==> config.mk <==
export PLATFORM = sky130hd
export DESIGN_NAME = spi_target
export DESIGN_NICKNAME = d
export VERILOG_FILES = /design/src/rtl/spi_target_pkg.sv /design/src/rtl/spi_target_sync_2ff.sv /design/src/rtl/spi_target.sv
export SDC_FILE = /design/constraint.sdc
export NUM_CORES = 1
export LEC_CHECK = 0
export CAP_MARGIN = 20
export CORE_MARGIN = 4
export CORE_UTILIZATION = 46
export CTS_BUF_LIST = sky130_fd_sc_hd__clkbuf_4 sky130_fd_sc_hd__clkbuf_8
export DETAILED_ROUTE_END_ITERATION = 10
export PLACE_DENSITY_LB_ADDON = 0.12
export SYNTH_ARGS = -nofsm -noshare
export SYNTH_HDL_FRONTEND = slang
export SYNTH_SLANG_ARGS = --single-unit
==> constraint.sdc <==
create_clock -name clk -period 2.4 [get_ports clk]
set_input_delay 0.6 -clock clk [delete_from_list [all_inputs] [get_ports clk]]
set_output_delay 0.6 -clock clk [all_outputs]
set_load 0.01 [all_outputs]
==> src/rtl/spi_target_pkg.sv <==
// rtl/spi_target_pkg.sv - register map, bit indices and FSM states for spi_target
package spi_target_pkg;

    // Byte offsets within the 16-byte register window.
    localparam logic [3:0] OFF_TXDATA = 4'h0;
    localparam logic [3:0] OFF_RXDATA = 4'h4;
    localparam logic [3:0] OFF_STATUS = 4'h8;
    localparam logic [3:0] OFF_CTRL   = 4'hC;

    // STATUS bit positions.
    localparam int STAT_RX_VALID  = 0;
    localparam int STAT_TX_EMPTY  = 1;
    localparam int STAT_OVERRUN   = 2;
    localparam int STAT_CS_ACTIVE = 3;

    // CTRL bit positions.
    localparam int CTRL_EN   = 0;
    localparam int CTRL_RXIE = 1;

    typedef enum logic {
        ST_IDLE   = 1'b0,
        ST_ACTIVE = 1'b1
    } state_t;

endpackage

==> src/rtl/spi_target_sync_2ff.sv <==
// rtl/spi_target_sync_2ff.sv - two-flop synchroniser with selectable reset value
// Ports: clk, rst_n (async, active-low), d (asynchronous input), q (synchronised output).
module sync_2ff #(
    parameter logic RST_VAL = 1'b0
) (
    input  logic clk,
    input  logic rst_n,
    input  logic d,
    output logic q
);

    logic meta;

    always_ff @(posedge clk or negedge rst_n) begin
        if (!rst_n) begin
            meta <= RST_VAL;
            q    <= RST_VAL;
        end else begin
            meta <= d;
            q    <= meta;
        end
    end

endmodule

==> src/rtl/spi_target.sv <==
// rtl/spi_target.sv - SPI mode-0 target with memory-mapped TX/RX byte registers
// Ports: clk, rst_n (async, active-low); mem_addr/mem_wdata/mem_we/mem_re/mem_rdata core bus;
//        ena (CTRL.EN for pin mux); spi_sclk_in/spi_cs_n_in/spi_mosi_in asynchronous pins;
//        spi_miso_out/spi_miso_oe MISO drive; irq (RXIE & rx_valid).
module spi_target
    import spi_target_pkg::*;
#(
    parameter logic [31:0] SPI_TARGET_BASE_ADDR = 32'h40006000,
    parameter logic [7:0]  IDLE_FILL            = 8'hFF
) (
    input  logic        clk,
    input  logic        rst_n,
    input  logic [31:0] mem_addr,
    input  logic [31:0] mem_wdata,
    input  logic        mem_we,
    input  logic        mem_re,
    output logic [31:0] mem_rdata,
    output logic        ena,
    input  logic        spi_sclk_in,
    input  logic        spi_cs_n_in,
    input  logic        spi_mosi_in,
    output logic        spi_miso_out,
    output logic        spi_miso_oe,
    output logic        irq
);

    localparam logic [27:0] BASE_HI = SPI_TARGET_BASE_ADDR[31:4];

    logic       sclk_s, cs_n_s, mosi_s;
    logic       sclk_d, cs_n_d;
    logic       sclk_rise, sclk_fall, cs_fall, cs_rise;
    state_t     state, state_nxt;
    logic       enter, run, byte_done, tx_load;
    logic [7:0] tx_shift, tx_hold;
    logic       tx_full;
    logic [6:0] rx_shift;
    logic [7:0] rx_byte;
    logic [2:0] bit_cnt;
    logic       load_pend;
    logic [7:0] rx_data;
    logic       rx_valid, overrun;
    logic       ctrl_en, ctrl_rxie;
    logic       in_block;
    logic [3:0] offset;
    logic       rd_rx, wr_tx, wr_status, wr_ctrl;
    logic [3:0] status;
    logic       unused_wdata;

    sync_2ff #(.RST_VAL(1'b0)) u_sync_sclk (.clk(clk), .rst_n(rst_n), .d(spi_sclk_in), .q(sclk_s));
    sync_2ff #(.RST_VAL(1'b1)) u_sync_cs_n (.clk(clk), .rst_n(rst_n), .d(spi_cs_n_in), .q(cs_n_s));
    sync_2ff #(.RST_VAL(1'b0)) u_sync_mosi (.clk(clk), .rst_n(rst_n), .d(spi_mosi_in), .q(mosi_s));

    always_ff @(posedge clk or negedge rst_n) begin
        if (!rst_n) begin
            sclk_d <= 1'b0;
            cs_n_d <= 1'b1;
        end else begin
            sclk_d <= sclk_s;
            cs_n_d <= cs_n_s;
        end
    end

    assign sclk_rise = sclk_s & ~sclk_d;
    assign sclk_fall = ~sclk_s & sclk_d;
    assign cs_fall   = ~cs_n_s & cs_n_d;
    assign cs_rise   = cs_n_s & ~cs_n_d;

    // Bus decode
    assign in_block     = (mem_addr[31:4] == BASE_HI);
    assign offset       = mem_addr[3:0];
    assign rd_rx        = mem_re && in_block && (offset == OFF_RXDATA);
    assign wr_tx        = mem_we && in_block && (offset == OFF_TXDATA);
    assign wr_status    = mem_we && in_block && (offset == OFF_STATUS);
    assign wr_ctrl      = mem_we && in_block && (offset == OFF_CTRL);
    assign unused_wdata = ^mem_wdata[31:8];

    // FSM
    always_ff @(posedge clk or negedge rst_n) begin
        if (!rst_n) begin
            state <= ST_IDLE;
        end else begin
            state <= state_nxt;
        end
    end

    always_comb begin
        state_nxt = state;
        case (state)
            ST_IDLE:   if (ctrl_en && cs_fall) state_nxt = ST_ACTIVE;
            ST_ACTIVE: if (!ctrl_en || cs_rise) state_nxt = ST_IDLE;
            default:   state_nxt = ST_IDLE;
        endcase
    end

    // 'run' excludes the cycle that leaves ACTIVE, so a cs_n rise coinciding
    // with an sclk edge discards the edge rather than completing a byte.
    assign enter     = (state == ST_IDLE) && (state_nxt == ST_ACTIVE);
    assign run       = (state == ST_ACTIVE) && (state_nxt == ST_ACTIVE);
    assign byte_done = run && sclk_rise && (bit_cnt == 3'd7);
    assign tx_load   = enter || (run && sclk_fall && load_pend);
    assign rx_byte   = {rx_shift, mosi_s};

    // TX path: a same-cycle bus write lands in the holding register after
    // the load has taken the old contents.
    always_ff @(posedge clk or negedge rst_n) begin
        if (!rst_n) begin
            tx_shift <= 8'h00;
            tx_hold  <= 8'h00;
            tx_full  <= 1'b0;
        end else begin
            if (tx_load) begin
                tx_shift <= tx_full ? tx_hold : IDLE_FILL;
            end else if (run && sclk_fall) begin
                tx_shift <= {tx_shift[6:0], 1'b0};
            end
            if (wr_tx) begin
                tx_hold <= mem_wdata[7:0];
                tx_full <= 1'b1;
            end else if (tx_load) begin
                tx_full <= 1'b0;
            end
        end
    end

    // RX shifter and bit counter; cleared whenever not running so an aborted
    // byte leaves nothing behind.
    always_ff @(posedge clk or negedge rst_n) begin
        if (!rst_n) begin
            rx_shift  <= 7'h00;
            bit_cnt   <= 3'd0;
            load_pend <= 1'b0;
        end else if (run) begin
            if (sclk_rise) begin
                rx_shift <= rx_byte[6:0];
                bit_cnt  <= bit_cnt + 3'd1;
                if (bit_cnt == 3'd7) begin
                    load_pend <= 1'b1;
                end
            end else if (sclk_fall) begin
                load_pend <= 1'b0;
            end
        end else begin
            rx_shift  <= 7'h00;
            bit_cnt   <= 3'd0;
            load_pend <= 1'b0;
        end
    end

    // RXDATA / flags. A read in the same cycle as a completing byte counts as
    // having emptied the register first, so the new byte is accepted cleanly.
    always_ff @(posedge clk or negedge rst_n) begin
        if (!rst_n) begin
            rx_data   <= 8'h00;
            rx_valid  <= 1'b0;
            overrun   <= 1'b0;
            ctrl_en   <= 1'b0;
            ctrl_rxie <= 1'b0;
        end else begin
            if (byte_done && (!rx_valid || rd_rx)) begin
                rx_data  <= rx_byte;
                rx_valid <= 1'b1;
            end else if (rd_rx) begin
                rx_valid <= 1'b0;
            end
            if (byte_done && rx_valid && !rd_rx) begin
                overrun <= 1'b1;
            end else if (wr_status && mem_wdata[STAT_OVERRUN]) begin
                overrun <= 1'b0;
            end
            if (wr_ctrl) begin
                ctrl_en   <= mem_wdata[CTRL_EN];
                ctrl_rxie <= mem_wdata[CTRL_RXIE];
            end
        end
    end

    always_comb begin
        status                 = 4'h0;
        status[STAT_RX_VALID]  = rx_valid;
        status[STAT_TX_EMPTY]  = ~tx_full;
        status[STAT_OVERRUN]   = overrun;
        status[STAT_CS_ACTIVE] = (state == ST_ACTIVE);
    end

    // Gated by rst_n so the bus reads 0 while reset is held, even though
    // tx_empty itself resets to 1.
    always_comb begin
        mem_rdata = 32'h0;
        if (rst_n && mem_re && in_block) begin
            case (offset)
                OFF_RXDATA: mem_rdata = {24'h0, rx_data};
                OFF_STATUS: mem_rdata = {28'h0, status};
                OFF_CTRL:   mem_rdata = {30'h0, ctrl_rxie, ctrl_en};
                default:    mem_rdata = 32'h0;
            endcase
        end
    end

    assign ena          = ctrl_en;
    assign spi_miso_out = tx_shift[7];
    assign spi_miso_oe  = (state == ST_ACTIVE);
    assign irq          = ctrl_rxie & rx_valid;

endmodule

==> Flow_metrics.wiki <==
{| class="wikitable"
! Metric !! Value
|-
| Fin crit share || 1.025
|-
| Number of sinks driven by the clock tree || 49
|-
| Synth Instances || 287
|-
| Max-slew violation count || 0
|-
| Largest net degree at the start of global routing || 50
|-
| Synth async-reset ratio || 1.000
|-
| Worst path setup slack after routing || -0.06110 ns
|-
| Chip width || 85.90 microns
|-
| Post-synth EDFFs || 0
|-
| Required arrival time at the worst endpoint || 1.80 ns
|-
| Peak Freq || 406.3 MHz
|-
| Worst-case clock skew || 0.008350 ns
|-
| Slew HR || 0.5570
|-
| Type of the most critical hold path || flop to flop
|-
| Post-route cell area || 3794 sq um
|-
| Number of placement rows || 28
|-
| Fraction of layout instances using a drive strength above 1 || 0.2976
|-
| Clock Tree Root || sky130_fd_sc_hd__clkbuf_8
|-
| Stage delay of the slowest cell on the critical path || 0.28 ns
|-
| Number of cells in the design after placement || 437
|-
| Worst vdd rail ir drop || 0.5091 mV
|-
| Total of warnings raised by yosys || 0
|-
| Flops & latches, synth || 49
|-
| Y dimension of the die || 85.90 microns
|-
| Global route total overflow || 0
|-
| Data arrival time at the worst-slack endpoint || 1.86 ns
|-
| Buffers on Ports || 58
|-
| Final Setup Violations || 8
|-
| Total of hold buffers inserted after clock tree synthesis || 0
|-
| TritonCTS clock tree || yes
|-
| Netlist Area Pre-Place || 2791 sq um
|-
| Global-route wire length before repair || 11.24 mm
|-
| Buffers from clock root to sink, at most || 2
|-
| Die footprint || 7379 sq um
|-
| RSZ-0062 raised after global routing || yes
|-
| Largest fanout on the critical path || 5
|-
| Final cell count without fillers || 448
|-
| Number of antenna violations at the first check in global routing || 0
|-
| Total wirelength of the detailed-routed design || 6.799 mm
|-
| Avg WL per Cell || 15.18 microns
|-
| Total number of vias || 2,371
|-
| # fillers || 500
|-
| Placer congestion estimate || 0.8329
|-
| Later-pin clock latency in the skew report || 0.30 ns
|-
| Post-route antenna net violation count || 0
|-
| Ys flop type || sky130_fd_sc_hd__dfrtp_1
|-
| Share of the yosys chip area belonging to registers || 0.4406
|-
| Number of hold violations in the final report || 0
|-
| Post-synthesis to final-layout area growth || 35.90%
|-
| H-tree depth || 2
|-
| Cells traversed along the worst timing path || buf_2 > nor4b_4 > nand4_1 > nor3_2 > buf_4 > and3_4 > buf_6
|-
| Sequential cell area || 1230 sq um
|-
| GR Util All Layers || 0.1915
|-
| Detailed-router iteration count before antenna repair || 4
|-
| Leading cell type in the layout, fill and taps excluded || sky130_fd_sc_hd__dfrtp_1
|-
| Core outline area || 5921 sq um
|-
| Critical path's slowest cell || sky130_fd_sc_hd__nor4b_4
|-
| Pwr/cell area || 453.8 nW/um^2
|-
| Number of global-route vias before repair || 2,393
|-
| Critical Path Start Type || input pin
|-
| Area occupied by multi-input gates || 1553 sq um
|-
| Detailed Place HPWL || 4.925 mm
|-
| Lkg Pwr || 1.710 nW
|-
| Number of buffers created by CTS || 5
|-
| Per-cell via count in the routed design || 5.292
|-
| Slew of the pin with the lowest slew margin || 0.6631 ns
|-
| Sort of element at the end of the critical path || output pin
|-
| Violations in the final reports || negative setup slack
|-
| Unique masters post-synth || 41
|-
| Total I/O pin count || 107
|-
| Pre-CTS setup slack || -0.9035 ns
|-
| Per-instance average area after synthesis || 9.726 sq um
|-
| Drt drc || 0
|-
| Run status || finished with violations
|-
| Shortest period the worst path allows || 2.461 ns
|-
| Cell Area, Placed || 3576 sq um
|-
| Iteration-0 DRC count of the detailed router || 120
|-
| Most frequent cells in the layout || sky130_fd_sc_hd__dfrtp_1, sky130_fd_sc_hd__buf_4, sky130_fd_sc_hd__nand2_1
|-
| Final Net Count || 447
|-
| Clock-pin slew on the worst setup and hold paths || 0.09 ns
|-
| Ant. Diodes || 0
|-
| Max-cap viol count || 0
|-
| Effective utilization at floorplan || 0.4715
|-
| Worst setup path category || input pin to output pin
|}
[synth_stat cells, types with 2 or more instances]
library cell,n,area share
sky130_fd_sc_hd__o21ai_0,8,0.014
sky130_fd_sc_hd__buf_4,24,0.065
sky130_fd_sc_hd__a211oi_1,8,0.022
sky130_fd_sc_hd__nor3_1,2,0.0036
sky130_fd_sc_hd__nand2_1,30,0.040
sky130_fd_sc_hd__and3_1,4,0.0090
sky130_fd_sc_hd__nor4_1,19,0.043
sky130_fd_sc_hd__mux2_2,8,0.032
sky130_fd_sc_hd__nand2b_1,8,0.018
sky130_fd_sc_hd__buf_1,2,0.0027
sky130_fd_sc_hd__and2_1,2,0.0045
sky130_fd_sc_hd__nor2_1,23,0.031
sky130_fd_sc_hd__o31ai_1,2,0.0054
sky130_fd_sc_hd__buf_2,3,0.0054
sky130_fd_sc_hd__or4_1,8,0.022
sky130_fd_sc_hd__nor4b_2,2,0.011
sky130_fd_sc_hd__inv_1,4,0.0054
sky130_fd_sc_hd__ha_1,4,0.018
sky130_fd_sc_hd__o211ai_1,8,0.022
sky130_fd_sc_hd__dfstp_2,3,0.028
sky130_fd_sc_hd__mux2i_1,10,0.036
sky130_fd_sc_hd__mux2_1,10,0.040
sky130_fd_sc_hd__nand4_1,4,0.0090
sky130_fd_sc_hd__clkbuf_1,9,0.012
sky130_fd_sc_hd__nand3_1,4,0.0072
sky130_fd_sc_hd__a22oi_1,4,0.011
sky130_fd_sc_hd__dfrtp_1,46,0.41
sky130_fd_sc_hd__nor4b_1,2,0.0063
sky130_fd_sc_hd__nor2b_1,14,0.031
[path summary, 6_finish.rpt]
path / startpoint / endpoint / slack, ns / cells past startpoint
worst min-delay path: u_sync_cs_n.meta / u_sync_cs_n.q / 0.36 / 0
max in group asynchronous: rst_n / rx_shift[6] / 1.58 / 2
worst max-delay path: mem_addr[11] / mem_rdata[5] / -0.06 / 7
worst max register to register: spi_miso_oe / rx_data[2] / 0.27 / 4
min in group asynchronous: rst_n / rx_data[5] / 0.41 / 2
worst min register to register: u_sync_cs_n.meta / u_sync_cs_n.q / 0.36 / 0
[flip-flops by register name (all words and copies together), names as in the netlist, 3 cells and up]
register,cells
bit_cnt,3
rx_data,8
rx_shift,7
tx_hold,8
tx_shift,8
[final cells by class]
class                      instances  share of cell area
multi-input combinational        219              0.4093
timing repair buffer              93              0.2015
sequential                        49              0.3242
clock inverter                     3             0.01814
tap                               75             0.02474
inverter                           4            0.003958
clock buffer                       5             0.01814
[report_power, final]
group / leakage (nW) / total (W) / internal [W] / switching [W]
combinational: 1.02 / 0.000187 / 0.0000897 / 0.0000969
clock: 0.0687 / 0.000698 / 0.000419 / 0.000278
sequential: 0.616 / 0.000837 / 0.000834 / 0.00000339
[repair_timing]
item	4_1_cts	5_1_grt
buffers inserted	3	1
endpoints found under the setup margin	9	8
hold endpoints to repair	0	0
pin swaps	15	9
resized for setup	155	24
[cell families after synthesis]
| kind of cell | Yosys count | share of synthesized area |
|---|---|---|
| compound gates | 33 | 0.08158 |
| buf+inv | 42 | 0.09009 |
| xor+xnor | 1 | 0.003138 |
| other cells | 1 | 0.001343 |
| simple gates | 128 | 0.2533 |
| mux | 28 | 0.1085 |
| flops | 49 | 0.4406 |
| fa+ha+maj | 5 | 0.02152 |
[metal layers]
layer | vias to the layer above | share of wire | global-route usage
li1 | 1151 | - | -
met1 | 1136 | 0.44 | 0.2429
met2 | 76 | 0.48 | 0.3174
met3 | 8 | 0.063 | 0.03650
met4 | 0 | 0.018 | 0.08345
met5 | - | 0 | 0
[per-stage QoR]
stage                     utilization  hold slack (ns)  power (W)  setup TNS [ns]
after CTS                      0.6274           0.3620   0.001731        -0.05988
after global placement         0.6040           0.3354   0.001036          -11.69
after floorplan                     -           0.3044  0.0009362               0
after detailed placement       0.6040           0.3442   0.001037          -11.65
final                          0.6407           0.3598   0.001721         -0.3091
after global routing           0.6407           0.3702   0.001799         -0.6623
[critical path: cells and delay by family]
| family | cells | cell delay (ns) |
|---|---|---|
| and+or+nand+nor | 4 | 0.88 |
| buffers and inverters | 3 | 0.40 |
(Power assumes the default switching activity.)
